### src/rtl/aes_ctrl_pkg.sv
// rtl/aes_ctrl_pkg.sv - shared types and defaults for the AES round controller
package aes_ctrl_pkg;

    typedef logic [3:0][3:0][7:0] block_t;

    typedef enum logic [1:0] {
        IDLE,
        RUN,
        CAP,
        DONE
    } ctrl_state_e;

    localparam int NR_DEF   = 10;
    localparam int RLAT_DEF = 2;

endpackage

### src/rtl/aes_round_ctrl_floper.sv
// rtl/aes_round_ctrl_floper.sv - enabled register with asynchronous reset
module aes_round_ctrl_floper #(
    parameter int W = 8
) (
    input  logic         clk,
    input  logic         rst,
    input  logic         en,
    input  logic [W-1:0] d,
    output logic [W-1:0] q
);

    always_ff @(posedge clk or posedge rst) begin
        if (rst) begin
            q <= '0;
        end else if (en) begin
            q <= d;
        end
    end

endmodule

### src/rtl/aes_round_ctrl.sv
// rtl/aes_round_ctrl.sv - AES round sequencer around an external round datapath; AES_CTRL_STATS_EN adds blk_cnt
module aes_round_ctrl
    import aes_ctrl_pkg::*;
#(
    parameter int NR   = NR_DEF,
    parameter int RLAT = RLAT_DEF,
    parameter int ID_W = 4
) (
    input  logic            clk,
    input  logic            rst,
    input  logic            in_valid,
    output logic            in_ready,
    input  block_t          in_state,
    input  logic [ID_W-1:0] in_id,
    output logic [3:0]      rk_idx,
    input  block_t          rk_data,
    output logic            rnd_en,
    output block_t          rnd_state,
    output block_t          rnd_key,
    input  block_t          rnd_result,
    output logic            out_valid,
    input  logic            out_ready,
    output block_t          out_state,
    output logic [ID_W-1:0] out_id,
    output logic            busy
`ifdef AES_CTRL_STATS_EN
    ,
    output logic [31:0]     blk_cnt
`endif
);

    localparam int HW = 128 + ID_W;

    ctrl_state_e     state, state_n;
    logic [3:0]      round;
    logic [2:0]      lat_cnt;
    block_t          cur;
    logic [ID_W-1:0] tag;
    logic            last_lat;
    logic            last_round;
    logic            hold_en;
    logic [HW-1:0]   hold_q;

    assign last_lat   = (lat_cnt == 3'(RLAT - 1));
    assign last_round = (round == 4'(NR));

    always_comb begin
        state_n   = state;
        in_ready  = 1'b0;
        rk_idx    = 4'd0;
        rnd_en    = 1'b0;
        rnd_state = '0;
        rnd_key   = '0;
        out_valid = 1'b0;
        case (state)
            IDLE: begin
                in_ready = 1'b1;
                if (in_valid) state_n = RUN;
            end
            RUN: begin
                rk_idx    = round;
                rnd_en    = 1'b1;
                rnd_state = cur;
                rnd_key   = rk_data;
                if (last_lat) state_n = CAP;
            end
            CAP: begin
                state_n = last_round ? DONE : RUN;
            end
            DONE: begin
                out_valid = 1'b1;
                if (out_ready) state_n = IDLE;
            end
            default: state_n = IDLE;
        endcase
    end

    assign busy = (state != IDLE);

    always_ff @(posedge clk or posedge rst) begin
        if (rst) begin
            state   <= IDLE;
            round   <= 4'd0;
            lat_cnt <= 3'd0;
            cur     <= '0;
            tag     <= '0;
        end else begin
            state <= state_n;
            case (state)
                IDLE: begin
                    if (in_valid) begin
                        cur     <= in_state ^ rk_data;
                        tag     <= in_id;
                        round   <= 4'd1;
                        lat_cnt <= 3'd0;
                    end
                end
                RUN: begin
                    if (!last_lat) lat_cnt <= lat_cnt + 3'd1;
                end
                CAP: begin
                    cur <= rnd_result;
                    if (!last_round) begin
                        round   <= round + 4'd1;
                        lat_cnt <= 3'd0;
                    end
                end
                default: ;
            endcase
        end
    end

    // Result register loads on the final capture so it already matches cur when DONE begins.
    assign hold_en = (state == CAP) && last_round;

    aes_round_ctrl_floper #(.W(HW)) u_hold (
        .clk (clk),
        .rst (rst),
        .en  (hold_en),
        .d   ({rnd_result, tag}),
        .q   (hold_q)
    );

    assign {out_state, out_id} = hold_q;

`ifdef AES_CTRL_STATS_EN
    logic [31:0] blk_cnt_q;

    always_ff @(posedge clk or posedge rst) begin
        if (rst) begin
            blk_cnt_q <= 32'd0;
        end else if ((state == DONE) && out_ready && (blk_cnt_q != 32'hFFFF_FFFF)) begin
            blk_cnt_q <= blk_cnt_q + 32'd1;
        end
    end

    assign blk_cnt = blk_cnt_q;
`endif

endmodule

### config.mk
export PLATFORM = sky130hd
export DESIGN_NAME = aes_round_ctrl
export DESIGN_NICKNAME = d
export VERILOG_FILES = /design/src/rtl/aes_ctrl_pkg.sv /design/src/rtl/aes_round_ctrl_floper.sv /design/src/rtl/aes_round_ctrl.sv
export SDC_FILE = /design/constraint.sdc
export NUM_CORES = 1
export LEC_CHECK = 0
export CAP_MARGIN = 30
export CORE_AREA = 10 10 296 298
export DETAILED_ROUTE_END_ITERATION = 10
export DIE_AREA = 0 0 306 308
export GPL_ROUTABILITY_DRIVEN = 0
export SLEW_MARGIN = 20
export SYNTH_ARGS = -nofsm -noshare
export SYNTH_HDL_FRONTEND = slang
export SYNTH_SLANG_ARGS = --single-unit
### constraint.sdc
create_clock -name clk -period 11.9 [get_ports clk]
set_input_delay 1.785 -clock clk [delete_from_list [all_inputs] [get_ports clk]]
set_output_delay 1.785 -clock clk [all_outputs]
set_load 0.02 [all_outputs]
==> summary.md <==
| Metric | Value |
|---|---|
| Yosys top cell by area | `dfrtp_1` |
| R2R Setup Slk | `8.78 ns` |
| Total grt overflow | `0` |
| Via count | `12600` |
| Critical Setup Path Class | `reg -> out` |
| Wirelength per Cell | `~22 um` |
| Buf/Inv on CP | `3` |
| Ys Warns | `0` |
| Cell with the largest stage delay on the worst path | `clkdlybuf4s50_1` |
| Port Buffers | `between 700 and 800` |
| FF-to-FF Start | `state[1]` |
| Fin crit share | `0.469` |
| Fmax | `roughly 180 MHz` |
| Largest net degree at the start of global routing | `~130` |
| Critical Path Fanout Max | `133` |
| CTS tree | `done` |
| Outcome | `finished, final reports clean` |
| Pwr Density | `203 nW/um^2` |
| Final Hold Viols | `0` |
| Post-synthesis sequential area ratio | `0.494` |
| Ports | `just under 800` |
| Core box area | `around 80000 um^2` |
| Final max-slew violation count | `0` |
| First-pass GRT wire length | `98500 um` |
| Share of the synthesized area in the top cell type | `0.494` |
| Number of setup buffers added after CTS | `0` |
| Distinct cells, synth | `37` |
| Final setup skew | `0.0126 ns` |
| Final setup fails | `0` |
| Clock Sinks | `273` |
| Cts bufs inserted | `34` |
| Hold WC Path Type | `reg -> reg` |
| Area Overhead vs Synth | `72.1%` |
| Clock Path Buffers | `3` |
| Worst Setup End Kind | `output port` |
| RSZ-0062 raised after global routing | `no` |
| Crit Reg-Reg Endpoint | `cur[26]` |
| Cell family with most CP delay | `buffers and inverters` |
| Leakage | `roughly 0.0095 uW` |
| Max cap viols | `0` |
| Tot GR Track Use | `0.139` |
| Worst-path cell chain | `nand2b_1 -> inv_6 -> buf_6 -> and2_1 -> clkdlybuf4s50_1` |
| Largest cells by area after synthesis | `dfrtp_1 (49%), and2_1 (12%), mux2_2 (11%)` |
| Share of cells above drive strength 1 | `0.105` |
| Hold buffers post-CTS | `0` |
| Clk_lat worst skew | `roughly 0.54 ns` |
| Root Buffer | `clkbuf_16` |
| Cell Area, Synth | `13800 um^2` |
| Period minus WS final | `approximately 5.6 ns` |
| Maximum vdd drop | `0.000139 V` |
| 1st-iter DRT viols | `~630` |
| Sink of the worst hold path | `cur[88]` |
| Top Metal Used | `met4` |
| CP startpoint kind | `flop` |
| Least-Margin Pin Slew | `0.971 ns` |
| Post-route ant nets | `0` |
| Rows | `105` |
| Hold Path Depth | `2` |
| Metal1 wirelength | `27700 um` |
| Post-Route Setup TNS | `0 ns` |
| Metal3 WL | `between 6000 and 7000 um` |
| Clock Pin Slew Worst Setup and Hold Paths | `0.06 ns` |
| Die X | `306 um` |
| Reg2reg path depth | `5` |
| H-Tree Depth | `2` |
| Hold_sp | `cur[88]` |
| Slew Limit Headroom | `0.353` |
| Final total power | `between 4000 and 5000 uW` |
| Die height | `308 um` |
| Nets@finish | `2393` |
| DR pass1 iterations | `4` |
| Crit path required time | `10.12 ns` |
| Starting Density | `0.170` |
| Worst EP arrival | `3.80 ns` |
| Vias in the first global route | `13700` |
| Synthesized flop and latch total | `273` |
| Die area | `94200 um^2` |
| Synthesized netlist net count | `1649` |
| DR WL met2 | `about 33000 um` |
| Avg Vias per Cell | `just over 4` |
| Synth Instances | `1253` |
| DRC Markers | `0` |
| Post-DP HPWL | `53200 um` |
| Final wirelength | `68500 um` |
| Initial antenna violation count | `3` |
| Syn_area_per_cell | `11.0 um^2` |
| Biggest cell delay along the critical path | `0.69 ns` |
| Post-CTS sizing | `0` |
## cells by family after synthesis
| logic type | Yosys count | share of synthesized area |
|---|---|---|
| flops | 273 | 0.494 |
| mux | 137 | 0.111 |
| simple gates | 460 | 0.174 |
| fa+ha+maj | 4 | 0.00362 |
| xor+xnor | 129 | 0.0816 |
| compound gates | 148 | 0.0977 |
| buf+inv | 102 | 0.0380 |
## through the flow
stage	instances	hold WS (ns)	setup slack [ns]	instance area [um^2]	util
finish	3090	0.476	6.32	23800	0.292
global route	3089	0.493	6.07	23800	0.292
CTS	3088	0.479	6.25	23800	0.292
detailed placement	3031	0.464	6.86	22700	0.279
global placement	3031	0.460	6.61	22700	0.279
floorplan	1253	0.448	2.59	13800	-
## cell usage in the layout, fill, tap and decap left out, drive strengths merged, types with 3 or more instances in the layout
cell type and instances:
clkbuf 49, ha 4, xnor2 129, dfrtp 273
clkdlybuf4s50 787, and2 258, o221ai 55, buf 15
clkinv 3, o21ai 5, mux2 137, a221o 72
inv 9, o32ai 3, nand2 114, nor2 76
## how the worst max path moves through the flow
stage              from             to  slack (ns)  cells after the start
4_1_cts        state[1]  rnd_state[31]        6.25                      5
5_1_grt        state[1]  rnd_state[39]        6.07                      5
2_1_floorplan       rst         cur[0]        2.59                      1
3_5_place_dp   state[1]  rnd_state[31]        6.86                      5
3_3_place_gp   state[1]  rnd_state[31]        6.61                      5
6_report       state[1]  rnd_state[31]        6.32                      5
## metal layers
| metal | global-route usage | vias up |
|---|---|---|
| li1 | - | 5808 |
| met1 | 0.166 | 6217 |
| met2 | 0.235 | 556 |
| met3 | 0.0517 | 58 |
| met4 | 0.0318 | 0 |
| met5 | 0 | - |
## area by class of cell
type / count / area [um^2]
Timing Repair Buffer: 802 / 7990
Clock buffer: 49 / 988
Antenna cell: 2 / 5.00
Fill cell: 8500 / 57800
Multi-Input combinational cell: 878 / 6520
Sequential cell: 273 / 6830
Tap cell: 1070 / 1340
Clock inverter: 8 / 98.8
Inverter: 8 / 42.5
## report_power, final
part           leakage (uW)  switching (uW)  internal (uW)
clock network      0.000529             427            619
logic               0.00551            1290           1140
registers           0.00343             182           1170
total               0.00948            1900           2930
## Yosys cell counts
cell / count
and2_1: 258
a2bb2oi_1: 1
a22oi_1: 2
a21oi_1: 2
nand3b_1: 1
and3b_1: 1
nor4b_1: 1
o32ai_1: 3
ha_1: 4
xnor2_1: 129
o221ai_1: 55
nor3_1: 1
a22o_1: 1
nand2_1: 114
a31o_1: 1
or2_2: 1
nand2b_1: 2
buf_2: 12
o211ai_1: 2
nand3_1: 1
dfrtp_1: 273
mux2_2: 137
or3b_1: 1
a21o_1: 2
nor2b_1: 2
o21bai_1: 1
a221o_1: 72
buf_6: 15
inv_1: 7
inv_2: 1
buf_4: 4
clkbuf_1: 58
or3_1: 1
buf_1: 5
o21ai_0: 5
a32o_1: 1
nor2_1: 76
## worst min-delay path: cells and delay by family (launching register included)
| kind | cells | cell delay, ns |
|---|---|---|
| flip-flops | 1 | 0.33 |
| AO/OA/AOI/OAI | 1 | 0.06 |
| AND/OR/NAND/NOR | 1 | 0.05 |
## sequential cells by signal, summed over array words and instances (netlist names)
signal	flops
tag	4
cur	128
round	4
lat_cnt	3
u_hold.q	132
state	2
Power figures use the tool's default switching activity.
